--- src/rtl/jls_pkg.sv ---
// Shared types and defaults for the JPEG-LS scan controller slice.
//   scan_state_e : scan FSM encoding (IDLE, LINE, GAP, DONE)
//   coord_t      : 16-bit pixel coordinate (column / row)
//   DEF_*        : default image geometry and sample width
package jls_pkg;

  localparam int unsigned DEF_IMG_W = 512;
  localparam int unsigned DEF_IMG_H = 512;
  localparam int unsigned DEF_PIX_W = 16;
  localparam int unsigned COORD_W   = 16;

  typedef logic [COORD_W-1:0] coord_t;

  typedef enum logic [1:0] {
    ST_IDLE = 2'd0,
    ST_LINE = 2'd1,
    ST_GAP  = 2'd2,
    ST_DONE = 2'd3
  } scan_state_e;

endpackage

--- src/rtl/jls_scan_ctrl_if.sv ---
// Upstream pixel stream into the scan controller.
//   s_valid : source has a pixel on s_pixel
//   s_pixel : pixel sample, PIX_W bits
//   s_ready : controller accepts
// Handshake: a pixel transfers on a rising clk edge where s_valid and
// s_ready are both 1. s_ready depends only on controller state, never on
// s_valid, and the source keeps s_pixel stable while s_valid is 1 and not
// yet accepted.
interface jls_scan_ctrl_if #(
  parameter int unsigned PIX_W = 16
);
  logic             s_valid;
  logic [PIX_W-1:0] s_pixel;
  logic             s_ready;

  modport master (output s_valid, output s_pixel, input  s_ready);
  modport slave  (input  s_valid, input  s_pixel, output s_ready);
endinterface

--- src/rtl/jls_pos_cnt.sv ---
// Raster position counter for the scan controller.
//   clk, rst_n   : clock, asynchronous active-low reset
//   clear        : zero column and row (frame start)
//   advance      : one pixel consumed; step column, wrap into next row
//   col, row     : position of the pixel about to be consumed
//   end_of_line  : col is the last column
//   end_of_frame : col/row is the last pixel of the frame
module jls_pos_cnt
  import jls_pkg::*;
#(
  parameter int unsigned IMG_W = DEF_IMG_W,
  parameter int unsigned IMG_H = DEF_IMG_H
) (
  input  logic   clk,
  input  logic   rst_n,
  input  logic   clear,
  input  logic   advance,
  output coord_t col,
  output coord_t row,
  output logic   end_of_line,
  output logic   end_of_frame
);

  localparam coord_t LAST_COL = coord_t'(IMG_W - 1);
  localparam coord_t LAST_ROW = coord_t'(IMG_H - 1);

  coord_t col_q, col_d;
  coord_t row_q, row_d;

  assign end_of_line  = (col_q == LAST_COL);
  assign end_of_frame = end_of_line && (row_q == LAST_ROW);

  always_comb begin
    col_d = col_q;
    row_d = row_q;
    if (clear) begin
      col_d = '0;
      row_d = '0;
    end else if (advance) begin
      if (end_of_line) begin
        col_d = '0;
        // Wrap to the origin after the last pixel so an idle counter is clean.
        row_d = end_of_frame ? '0 : row_q + coord_t'(1);
      end else begin
        col_d = col_q + coord_t'(1);
      end
    end
  end

  always_ff @(posedge clk or negedge rst_n) begin
    if (!rst_n) begin
      col_q <= '0;
      row_q <= '0;
    end else begin
      col_q <= col_d;
      row_q <= row_d;
    end
  end

  assign col = col_q;
  assign row = row_q;

endmodule

--- src/rtl/jls_scan_ctrl.sv ---
// JPEG-LS raster scan controller: accepts pixels from an upstream stream,
// inserts LINE_GAP stall cycles between lines, and presents each accepted
// pixel one cycle later with its coordinates and position flags.
//   clk, rst_n        : clock, asynchronous active-low reset
//   start             : frame start request (honoured in IDLE only)
//   s_if              : upstream stream (s_valid, s_pixel, s_ready)
//   pix_en, pix_data  : pixel strobe and sample to the context datapath
//   sol, eol          : first / last column flags (0 when pix_en=0)
//   first_row, last_row : first / last row flags (0 when pix_en=0)
//   col, row          : coordinates of pix_data (hold when pix_en=0)
//   busy              : FSM not in IDLE
//   frame_done        : one-cycle pulse with the final pixel's pix_en
//   frame_cnt         : frames completed, wraps (JLS_SCAN_CTRL_FRAME_CNT_EN only)
//   dbg_state_o       : current FSM state
// Build option: define JLS_SCAN_CTRL_FRAME_CNT_EN to add frame_cnt.
module jls_scan_ctrl
  import jls_pkg::*;
#(
  parameter int unsigned IMG_W    = DEF_IMG_W,
  parameter int unsigned IMG_H    = DEF_IMG_H,
  parameter int unsigned PIX_W    = DEF_PIX_W,
  parameter int unsigned LINE_GAP = 2
) (
  input  logic             clk,
  input  logic             rst_n,
  input  logic             start,
  jls_scan_ctrl_if.slave   s_if,
  output logic             pix_en,
  output logic [PIX_W-1:0] pix_data,
  output logic             sol,
  output logic             eol,
  output logic             first_row,
  output logic             last_row,
  output coord_t           col,
  output coord_t           row,
  output logic             busy,
  output logic             frame_done,
`ifdef JLS_SCAN_CTRL_FRAME_CNT_EN
  output logic [15:0]      frame_cnt,
`endif
  output scan_state_e      dbg_state_o
);

  localparam coord_t     LAST_ROW = coord_t'(IMG_H - 1);
  localparam logic [3:0] GAP_LAST = 4'((LINE_GAP == 0) ? 0 : LINE_GAP - 1);

  scan_state_e state_q, state_d;
  logic [3:0]  gap_q, gap_d;
  logic        clear_pos;
  logic        xfer;
  coord_t      cnt_col, cnt_row;
  logic        cnt_eol, cnt_eof;

  logic             pix_en_q;
  logic [PIX_W-1:0] pix_data_q;
  coord_t           col_q, row_q;
  logic             sol_q, eol_q, first_q, last_q;

  assign s_if.s_ready = (state_q == ST_LINE);
  assign xfer         = s_if.s_valid && s_if.s_ready;

  jls_pos_cnt #(
    .IMG_W(IMG_W),
    .IMG_H(IMG_H)
  ) u_pos_cnt (
    .clk         (clk),
    .rst_n       (rst_n),
    .clear       (clear_pos),
    .advance     (xfer),
    .col         (cnt_col),
    .row         (cnt_row),
    .end_of_line (cnt_eol),
    .end_of_frame(cnt_eof)
  );

  always_comb begin
    state_d   = state_q;
    gap_d     = gap_q;
    clear_pos = 1'b0;
    case (state_q)
      ST_IDLE: begin
        if (start) begin
          state_d   = ST_LINE;
          clear_pos = 1'b1;
        end
      end
      ST_LINE: begin
        if (xfer && cnt_eol) begin
          if (cnt_eof) begin
            state_d = ST_DONE;
          end else if (LINE_GAP != 0) begin
            state_d = ST_GAP;
            gap_d   = '0;
          end
        end
      end
      ST_GAP: begin
        if (gap_q == GAP_LAST) state_d = ST_LINE;
        else                   gap_d   = gap_q + 4'd1;
      end
      ST_DONE: state_d = ST_IDLE;
      default: state_d = ST_IDLE;
    endcase
  end

  always_ff @(posedge clk or negedge rst_n) begin
    if (!rst_n) begin
      state_q    <= ST_IDLE;
      gap_q      <= '0;
      pix_en_q   <= 1'b0;
      pix_data_q <= '0;
      col_q      <= '0;
      row_q      <= '0;
      sol_q      <= 1'b0;
      eol_q      <= 1'b0;
      first_q    <= 1'b0;
      last_q     <= 1'b0;
    end else begin
      state_q  <= state_d;
      gap_q    <= gap_d;
      pix_en_q <= xfer;
      // Sample and coordinates hold between strobes; flags are strobe-qualified.
      if (xfer) begin
        pix_data_q <= s_if.s_pixel;
        col_q      <= cnt_col;
        row_q      <= cnt_row;
      end
      sol_q   <= xfer && (cnt_col == '0);
      eol_q   <= xfer && cnt_eol;
      first_q <= xfer && (cnt_row == '0);
      last_q  <= xfer && (cnt_row == LAST_ROW);
    end
  end

  assign pix_en      = pix_en_q;
  assign pix_data    = pix_data_q;
  assign col         = col_q;
  assign row         = row_q;
  assign sol         = sol_q;
  assign eol         = eol_q;
  assign first_row   = first_q;
  assign last_row    = last_q;
  assign busy        = (state_q != ST_IDLE);
  // DONE is entered on the final transfer, so it lines up with that pixel's strobe.
  assign frame_done  = (state_q == ST_DONE);
  assign dbg_state_o = state_q;

`ifdef JLS_SCAN_CTRL_FRAME_CNT_EN
  logic [15:0] frame_cnt_q;

  always_ff @(posedge clk or negedge rst_n) begin
    if (!rst_n)          frame_cnt_q <= '0;
    else if (frame_done) frame_cnt_q <= frame_cnt_q + 16'd1;
  end

  assign frame_cnt = frame_cnt_q;
`endif

endmodule

--- src/flat_wrapper.sv ---
// flat-port wrapper written by rule: the top's interface ports become plain ports
module jls_scan_ctrl_flat import jls_pkg::*;
#(
  parameter int unsigned IMG_W    = DEF_IMG_W,
  parameter int unsigned IMG_H    = DEF_IMG_H,
  parameter int unsigned PIX_W    = DEF_PIX_W,
  parameter int unsigned LINE_GAP = 2
)
  (clk, rst_n, start, pix_en, pix_data, sol, eol, first_row, last_row, col, row, busy, frame_done, dbg_state_o, s_if_s_valid, s_if_s_pixel, s_if_s_ready);
  jls_scan_ctrl_if #(.PIX_W(PIX_W)) s_if_i ();
  input  logic clk;
  input  logic rst_n;
  input  logic start;
  output logic pix_en;
  output logic [PIX_W-1:0] pix_data;
  output logic sol;
  output logic eol;
  output logic first_row;
  output logic last_row;
  output coord_t col;
  output coord_t row;
  output logic busy;
  output logic frame_done;
  output scan_state_e dbg_state_o;
  input wire logic [$bits(s_if_i.s_valid)-1:0] s_if_s_valid;
  input wire logic [$bits(s_if_i.s_pixel)-1:0] s_if_s_pixel;
  output wire logic [$bits(s_if_i.s_ready)-1:0] s_if_s_ready;
  assign s_if_i.s_valid = s_if_s_valid;
  assign s_if_i.s_pixel = s_if_s_pixel;
  assign s_if_s_ready = s_if_i.s_ready;
  jls_scan_ctrl #(.IMG_W(IMG_W), .IMG_H(IMG_H), .PIX_W(PIX_W), .LINE_GAP(LINE_GAP)) u_core (.clk(clk), .rst_n(rst_n), .start(start), .s_if(s_if_i), .pix_en(pix_en), .pix_data(pix_data), .sol(sol), .eol(eol), .first_row(first_row), .last_row(last_row), .col(col), .row(row), .busy(busy), .frame_done(frame_done), .dbg_state_o(dbg_state_o));
endmodule
--- config.mk ---
export PLATFORM = sky130hd
export DESIGN_NAME = jls_scan_ctrl_flat
export DESIGN_NICKNAME = d
export VERILOG_FILES = /design/src/rtl/jls_pkg.sv /design/src/rtl/jls_scan_ctrl_if.sv /design/src/rtl/jls_pos_cnt.sv /design/src/rtl/jls_scan_ctrl.sv /design/src/flat_wrapper.sv
export SDC_FILE = /design/constraint.sdc
export NUM_CORES = 1
export LEC_CHECK = 0
export BUFFER_PORTS_ARGS = -buffer_cell sky130_fd_sc_hd__buf_2
export CAP_MARGIN = 25
export CELL_PAD_IN_SITES_DETAIL_PLACEMENT = 0
export CELL_PAD_IN_SITES_GLOBAL_PLACEMENT = 2
export CORE_MARGIN = 8
export CORE_UTILIZATION = 35
export CTS_BUF_LIST = sky130_fd_sc_hd__clkbuf_8
export DETAILED_ROUTE_END_ITERATION = 10
export PLACE_DENSITY = 0.86
export SYNTH_ARGS = -nofsm -noshare
export SYNTH_HDL_FRONTEND = slang
export SYNTH_SLANG_ARGS = --single-unit
--- constraint.sdc ---
create_clock -name clk -period 3.3 [get_ports clk]
set_clock_uncertainty 0.05 [all_clocks]
set_input_delay 0 -clock clk [delete_from_list [all_inputs] [get_ports clk]]
set_output_delay 0 -clock clk [all_outputs]
set_load 0.01 [all_outputs]
* Word level (Yosys, flattened, before mapping)
Cells that the tools add are included.
** Operators by class
- Reduce and logical (&&, ||, !) cells :: 16
- Add/subtract/negate cells :: 3
- Multiplexer cells :: 18
- Equal/unequal tests :: 11
** Operator list (count)
- 16-bit 2-to-1 mux :: 7
- 16-bit by 1-bit adder with 16-bit output, second input constant :: 2
- 16-bit by 9-bit equality test with 1-bit output, second input constant :: 2
- 16-bit zero test :: 2
- 4-bit 2-to-1 mux :: 3
- 2-bit != test, second input constant :: 4
- 2-bit case mux with 4 select lines :: 1
- 4-bit case mux with 2 select lines :: 1
- 2-bit nonzero test :: 4
- 1-bit logical AND :: 6
- 2-bit 2-to-1 mux :: 3
- 4-bit by 1-bit adder with 4-bit output, second input constant :: 1
- 2-bit equality test, second input constant :: 2
- 4-bit by 1-bit equality test with 1-bit output, second input constant :: 1
- 4-bit AND reduction :: 1
- 1-bit 2-to-1 mux :: 3
- 3-bit AND reduction :: 1
- 2-bit by 1-bit equality test with 1-bit output, second input constant :: 1
- 2-bit zero test :: 1
- 2-bit by 1-bit != test with 1-bit output, second input constant :: 1
- 2-bit AND reduction :: 1
** Word-level totals
- Logic and storage cells :: 60
- Flip-flop bits (word level) :: 91

* Depth between registers and ports, before layout
Gate-level depths: netlist (run 1).
- Depth after elaboration :: 6
- Gate-level depth with buffers :: 8
- Gate-level depth less buffers :: 6

* Cells and area by module
Synthesis (run 1) repeated with hierarchy kept, for this count alone.
** Second synthesis, totals
- Cell total of the unflattened synthesis :: 362
- Area total of the unflattened synthesis :: 4191.5 um^2
** Modules (own cells, without submodules)
- jls_scan_ctrl :: area an instance 2364.8 um^2, times used 1, cells an instance 161, sequential area each 1476.4 um^2
- jls_pos_cnt :: area an instance 1826.8 um^2, times used 1, cells an instance 201, sequential area each 800.8 um^2

* Worst setup path after synthesis (run 1)
OpenSTA, ideal clock, no wires.
- Kind :: register -> register
- Start point :: register u_core.u_pos_cnt.col_q[12], in the netlist u_core.u_pos_cnt.col[12]
- End point :: register u_core.u_pos_cnt.row_q[8], in the netlist u_core.u_pos_cnt.row[8]
- Arrival :: 2.189 ns
- Setup slack :: 0.932 ns
- Required time :: 3.120 ns
- Setup time :: 0.130 ns
- Cell stages (with the launch flop) :: 7
- Clock period less this slack :: 2.368 ns
- Buffers on the path :: 1
- Cell sequence :: dfrtp_1 > or4_4 > or3_1 > buf_2 > or4_4 > xor2_1 > nor2_2
** On the way
- Longest elaborated chain between the ends :: 6
- Elaborated cells between the ends (all ways) :: 8
** Ends and longest elaborated chain
- start: declaration :: line jls_pos_cnt.sv:27 : coord_t col_q, col_d;
- start signal: assignment :: line jls_pos_cnt.sv:55 : col_q <= col_d;
- 16-bit by 9-bit equality test with 1-bit output (*) :: line jls_pos_cnt.sv:30 : assign end_of_line = (col_q == LAST_COL);
- 1-bit logical AND :: line jls_pos_cnt.sv:31 : assign end_of_frame = end_of_line && (row_q == LAST_ROW);
- 16-bit 2-to-1 mux :: line jls_pos_cnt.sv:43 : row_d = end_of_frame ? '0 : row_q + coord_t'(1);
- 16-bit 2-to-1 mux :: line jls_pos_cnt.sv:40 : if (end_of_line) begin
- 16-bit 2-to-1 mux :: line jls_pos_cnt.sv:39 : end else if (advance) begin
- 16-bit 2-to-1 mux :: line jls_pos_cnt.sv:36 : if (clear) begin
- end signal: assignment :: line jls_pos_cnt.sv:56 : row_q <= row_d;
- end: declaration :: line jls_pos_cnt.sv:28 : coord_t row_q, row_d;
Mark *: on every way between the ends. The rest lies on a longest branch, timed or not. The select of a mux whose other input is x is not followed.
A chain may end at the register's enable or synchronous reset.

* Final worst setup path (run 1)
- Start point :: register u_core.u_pos_cnt.col_q[12], in the netlist u_core.u_pos_cnt.col[12]
- End point :: register u_core.u_pos_cnt.row_q[13], in the netlist u_core.u_pos_cnt.row[13]
The elaborated chain is that of the path after synthesis.

==> flow_metrics.tcl, run 1 <==
set metrics [dict create \
    synth.yosys.seq_area_share_pct 54.43 \
    cts.sinks 91 \
    overflow 0 \
    cts_tree "yes" \
    stdcell_count 705 \
    die_w_um 125.3 \
    syn_inst 463 \
    crit_fanout 16 \
    grt_pass1_wl_um 18100 \
    yosys.area.top_type "dfrtp_1" \
    ys_ff_latch 91 \
    synth_edf_count 0 \
    power.total_uw 2328 \
    p_leak_uw 0.002534 \
    netlist_top_cells_area "dfrtp_1, nand2_1, o21ai_0, a21oi_1, nor2_1" \
    cts_buffers 9 \
    drc 0 \
    worstMarginPinSlew_ps 910.7 \
    cts_root_buffer "clkbuf_8" \
    core.rowCount 40 \
    final-setup-viol-count 0 \
    wirelength_um 10710 \
    layout_min_cycle_time_ps 2721 \
    start_util_pct 35.27 \
    outcome "complete, no violations" \
    rsz0062_at_grt "false" \
    fmax_mhz 367.5 \
    portBuffers 77 \
    final.setup.worst_slack_ps 579.0 \
    via_count 3491 \
    dp_cells 671 \
    synth_cell_types 46 \
    antenna_found_initial 0 \
    ant_nets 0 \
    routedWlPerCell_um 15.20 \
    drive_gt1_share_pct 20.07 \
    ios 78 \
    cp-start-kind "flip-flop" \
    worst_ep_arrival_time_ps 2950 \
    end_kind "flip-flop" \
    hp-class "in2async" \
    avgSynthCellArea_um2 9.037 \
    coreArea_mm2 0.01186 \
    yosysWarnings 0 \
    relSlewSlack_pct 39.29 \
    dp_hpwl_um 7405 \
    ir_drop_mv 0.2806 \
    maxCapViolCount 0 \
    gr-usage-all-layers_pct 14.22 \
    die_area_mm2 0.01571 \
    synth_top_area_share_pct 54.43 \
    async_flop_share_pct 100.0 \
    worstSkewPairLatency_ps 370 \
    clockBufferDepth 2 \
    n_antenna_cell 0 \
    fin_util_pct 42.81 \
    syn_nets 489 \
    post-cts-setup-buffers 0 \
    drtIter0Drc 189 \
    clk_pin_slew_ps 90 \
    fillers 1160 \
    min_period_over_period_pct 82.45 \
    gp_congestion 0.7933 \
    area_growth_pct 21.35 \
    maxSlewViolCount 0 \
    die_h_um 125.3 \
    viasPerCell 4.952 \
    yosys-top-cells-count "nand2_1, dfrtp_1, o21ai_0, nor2_1, clkbuf_1" \
    dp_worst_setup_slack_ps 651.0 \
    synthFlopType "dfrtp_1" \
    synthesis.area_mm2 0.004184 \
    path_class "reg2reg" \
    powerDensity_mw_per_mm2 458.5 \
    post-synth-top-count-cell "nand2_1" \
    dr.pass1.iters 4 \
    grt_pass1_vias 3453 \
    hold_violations 0 \
    worstPathRequired_ps 3530 \
    fin_tns_setup_ps 0 \
    grt_max_degree 52 \
    h-tree-depth 3 \
    fin_nets 579 \
]
-- final cells by class --
cell class | count | area [um^2] | area share [%]
Timing Repair Buffer | 103 | 628.1 | 12.37
Clock buffer | 11 | 151.4 | 2.982
Tap cell | 147 | 183.9 | 3.622
Inverter | 12 | 45.04 | 0.8871
Clock inverter | 5 | 21.27 | 0.4189
Multi-Input combinational cell | 336 | 1770 | 34.87
Sequential cell | 91 | 2277 | 44.85
-- kinds of logic (layout without fill, tap and decap cells) --
family | Yosys count | count (layout) | share of synthesized area [%]
AND/OR/NAND/NOR | 253 | 253 | 28.29
flip-flops | 91 | 91 | 54.43
AO/OA/AOI/OAI | 60 | 60 | 8.493
buffers and inverters | 36 | 131 | 3.259
XOR/XNOR | 13 | 13 | 2.721
adder cells (fa/ha/maj) | 6 | 6 | 1.794
multiplexers | 4 | 4 | 1.017
-- state kept, by name (all words and copies together) (netlist names), 2 cells and up --
signal and flops:
u_core.col 16, u_core.dbg_state_o 2, u_core.gap_q 4, u_core.pix_data 16, u_core.row 16, u_core.u_pos_cnt.col 16
u_core.u_pos_cnt.row 16
-- power breakdown --
| group | leakage [uW] | total (uW) | internal (uW) | switching [uW] |
|---|---|---|---|---|
| Clock | 0.000103 | 683 | 305 | 378 |
| Sequential | 0.00118 | 1310 | 1210 | 96.2 |
| Combinational | 0.00125 | 335 | 140 | 195 |
| Total | 0.00253 | 2330 | 1660 | 670 |
-- worst max-delay path: stages (launching register included) --
cell     delay (ps)
dfrtp_1         440
or4_4           600
nor3_2          420
a21oi_1         390
or4_1           580
a21oi_1         150
-- metal layers --
layer	track usage, %	up-vias	share of wire [%]
met3	3.995	14	5.8
li1	-	1740	-
met4	5.731	0	1.5
met2	20.36	84	43
met1	19.74	1653	50
met5	0	-	0
-- stage by stage --
stage | instance area (um^2) | hold WS (ps)
2_1_floorplan | 4184 | -345.6
6_report | 5077 | 37.31
5_1_grt | 5077 | 63.26
3_3_place_gp | 4725 | -96.36
4_1_cts | 5077 | 31.74
3_5_place_dp | 4725 | -95.40
-- cell usage in the layout (no fill, tap or decap), types with 3 or more instances in the layout --
cell and instances:
nand4_1 8, dfrtp_1 91, xnor2_1 6, nor2_1 23, buf_2 76, a21oi_1 19, nor4_1 6, ha_1 6
nand3_1 14, nand2_1 153, xor2_1 7, clkbuf_8 11, inv_1 15, and3_1 5, nor4b_1 3, buf_4 9
or4_1 5, nor3_1 6, o21ai_0 24, or3_1 10, dlygate4sd3_1 18, o31ai_1 6
-- path summary, 6_finish.rpt --
kind / start / endpoint / slack, ps / depth (start not counted)
worst max-delay path: u_core.u_pos_cnt.col[12]$_DFFE_PN0P_ / u_core.u_pos_cnt.row[13]$_DFFE_PN0P_ / 580 / 5
worst min-delay path: rst_n / u_core.gap_q[1]$_DFFE_PN0P_ / 40 / 2
worst max register to register: u_core.u_pos_cnt.col[12]$_DFFE_PN0P_ / u_core.u_pos_cnt.row[13]$_DFFE_PN0P_ / 580 / 5
worst min register to register: u_core.row[9]$_DFFE_PN0P_ / u_core.row[9]$_DFFE_PN0P_ / 420 / 2
max in group asynchronous: rst_n / u_core.pix_data[2]$_DFFE_PN0P_ / 2370 / 3
min in group clk: s_if_s_valid / u_core.col[9]$_DFFE_PN0P_ / 130 / 5
-- what timing repair did --
item,CTS,global route
gates resized for setup,0,0
hold buffers,18,0
endpoints found under the hold margin,77,0
Power figures use the tool's default switching activity.
==> run 2, diff against run 1 <==
--- a/config.mk
+++ b/config.mk
@@ -10,10 +10,10 @@
 export CELL_PAD_IN_SITES_DETAIL_PLACEMENT = 0
 export CELL_PAD_IN_SITES_GLOBAL_PLACEMENT = 2
 export CORE_MARGIN = 8
-export CORE_UTILIZATION = 35
+export CORE_UTILIZATION = 31
 export CTS_BUF_LIST = sky130_fd_sc_hd__clkbuf_8
 export DETAILED_ROUTE_END_ITERATION = 10
-export PLACE_DENSITY = 0.86
+export PLACE_DENSITY = 0.81
 export SYNTH_ARGS = -nofsm -noshare
 export SYNTH_HDL_FRONTEND = slang
 export SYNTH_SLANG_ARGS = --single-unit
==> constraint.sdc (replaced) <==
create_clock -name clk -period 2.5 [get_ports clk]
set_clock_uncertainty 0.05 [all_clocks]
set_input_delay 0 -clock clk [delete_from_list [all_inputs] [get_ports clk]]
set_output_delay 0 -clock clk [all_outputs]
set_load 0.01 [all_outputs]
==> run 2 against run 1 <==
Effect of this change: final area up 3.9%; critical path depth unchanged; core utilization shrank 2.8 points; sequential share of layout area is 1.7 points lower; flip-flop and latch count is the same; final cell count grew 6.4%; total power up 38%; die area rose by 11%; non-clock buffer count increased by 16; sequential power rose by 33%; largest cell class unchanged.
==> flow_metrics.tcl, run 2 (synthesis results as in run 1) <==
set metrics [dict create \
    portBuffers 77 \
    overflow 0 \
    n_antenna_cell 0 \
    power_switching_uw 907.5 \
    final_cell_mix "nand2_1, dfrtp_1, buf_2" \
    cts_buffers 9 \
    area_growth_pct 26.14 \
    clock_power_share_pct 31.9 \
    viasPerCell 4.751 \
    rsz0062_at_grt "false" \
    cp-start-kind "flip-flop" \
    die_area_mm2 0.01747 \
    fin_util_pct 40.01 \
    cts_tree "yes" \
    fmax_mhz 442.8 \
    drc 0 \
    drive_gt1_share_pct 22.65 \
    crit_slowest_cell "or4_4" \
    hold_violations 0 \
    routedWlPerCell_um 15.06 \
    ios 78 \
    fin_tns_setup_ps 0 \
    dp_hpwl_um 8050 \
    via_count 3563 \
    pwr-share-comb_pct 14.1 \
    fillers 1364 \
    crit_chain "or4_4, or3_1, or4_4, xor2_1, nor2_2" \
    hp-class "in2async" \
    outcome "complete, no violations" \
    hold_slack_ps 96.05 \
    crit_fanout 4 \
    crit_top_cell "or4_4" \
    worst_ep_arrival_time_ps 2470 \
    worstSkewPairLatency_ps 370 \
    clockBufferDepth 2 \
    coreArea_mm2 0.01319 \
    maxCapViolCount 0 \
    power.internal_uw 2308 \
    final-setup-viol-count 0 \
    cts_root_buffer "clkbuf_8" \
    path_class "reg2reg" \
    worstMarginPinSlew_ps 581.5 \
    p_leak_uw 0.002628 \
    ir_drop_mv 0.4345 \
    power_frac_seq_pct 54.0 \
    gp_congestion 0.8076 \
    critPathBufInv 0 \
    grt_max_degree 53 \
    layout_min_cycle_time_ps 2258 \
    grt_pass1_vias 3666 \
    min_period_over_period_pct 90.33 \
    crit_family "simple AND/OR/NAND/NOR gates" \
    clk_pin_slew_ps 100 \
    slowest_delay_ps 540 \
    core.rowCount 42 \
    worstPathRequired_ps 2710 \
    grt_pass1_wl_um 19110 \
    wirelength_um 11300 \
    powerDensity_mw_per_mm2 609.3 \
    h-tree-depth 3 \
    dr.pass1.iters 4 \
    fin_nets 595 \
    drtIter0Drc 184 \
    maxSlewViolCount 0 \
    relSlewSlack_pct 60.88 \
    start_util_pct 31.72 \
    die_w_um 132.2 \
    regArea_mm2 0.002277 \
    cts.sinks 91 \
    multiInputGateArea_mm2 0.001770 \
    p_sw_share_pct 28.22 \
    final_common_cell "nand2_1" \
    die_h_um 132.2 \
    gr-usage-all-layers_pct 13.34 \
    ant_nets 0 \
    antenna_found_initial 0 \
    end_kind "flip-flop" \
]
==> run 2: changes by cell type in the layout (fill, tap and decap cells not counted) <==
cell       change
buf_12         +1
buf_4         +15
bufinv_16      +1
clkinv_4       +1
inv_1          -2
==> run 2: final cells by class <==
type | instances | share of cell area, %
Clock buffer | 11 | 2.869
Clock inverter | 5 | 0.9957
Inverter | 12 | 0.8535
Multi-Input combinational cell | 336 | 33.55
Sequential cell | 91 | 43.15
Tap cell | 176 | 4.173
Timing Repair Buffer | 119 | 14.41
==> run 2: repair_timing <==
item	CTS	global route
hold endpoints to repair	56	0
buffers inserted	0	0
gates resized for setup	0	0
hold buffers	18	0
==> run 2: metrics by stage <==
stage	total power [uW]	instances	setup WS, ps	cell area, um^2
floorplan	1992	463	131.9	4184
global placement	2198	716	255.3	4893
detailed placement	2208	716	227.1	4893
CTS	3272	750	223.1	5278
global route	3406	750	20.96	5278
finish	3216	750	241.7	5278
==> run 2: final timing paths <==
check	startpoint	end	slack (ps)	cells after the start
setup / recovery	u_core.u_pos_cnt.col[14]$_DFFE_PN0P_	u_core.u_pos_cnt.row[8]$_DFFE_PN0P_	240	5
hold / removal	rst_n	u_core.gap_q[3]$_DFFE_PN0P_	100	2
setup reg to reg	u_core.u_pos_cnt.col[14]$_DFFE_PN0P_	u_core.u_pos_cnt.row[8]$_DFFE_PN0P_	240	5
hold reg to reg	u_core.row[7]$_DFFE_PN0P_	u_core.row[7]$_DFFE_PN0P_	420	2
max in group asynchronous	rst_n	u_core.u_pos_cnt.col[14]$_DFFE_PN0P_	1620	3
min in group clk	s_if_s_valid	u_core.u_pos_cnt.col[1]$_DFFE_PN0P_	180	4
==> run 2: layer usage <==
metal	global-route usage, %	up-vias	part of all wire (%)
li1	-	1764	-
met1	17.87	1709	48
met2	20.67	78	45
met3	3.239	12	5.2
met4	4.353	0	1.3
met5	0	-	0
==> run 2: power by group through the flow <==
stage / sequential [uW] / clock (uW) / combinational (uW)
floorplan: 1740 / 0 / 247
global placement: 1760 / 0 / 441
detailed placement: 1760 / 0 / 445
CTS: 1730 / 1070 / 469
global route: 1760 / 1130 / 522
finish: 1740 / 1030 / 454
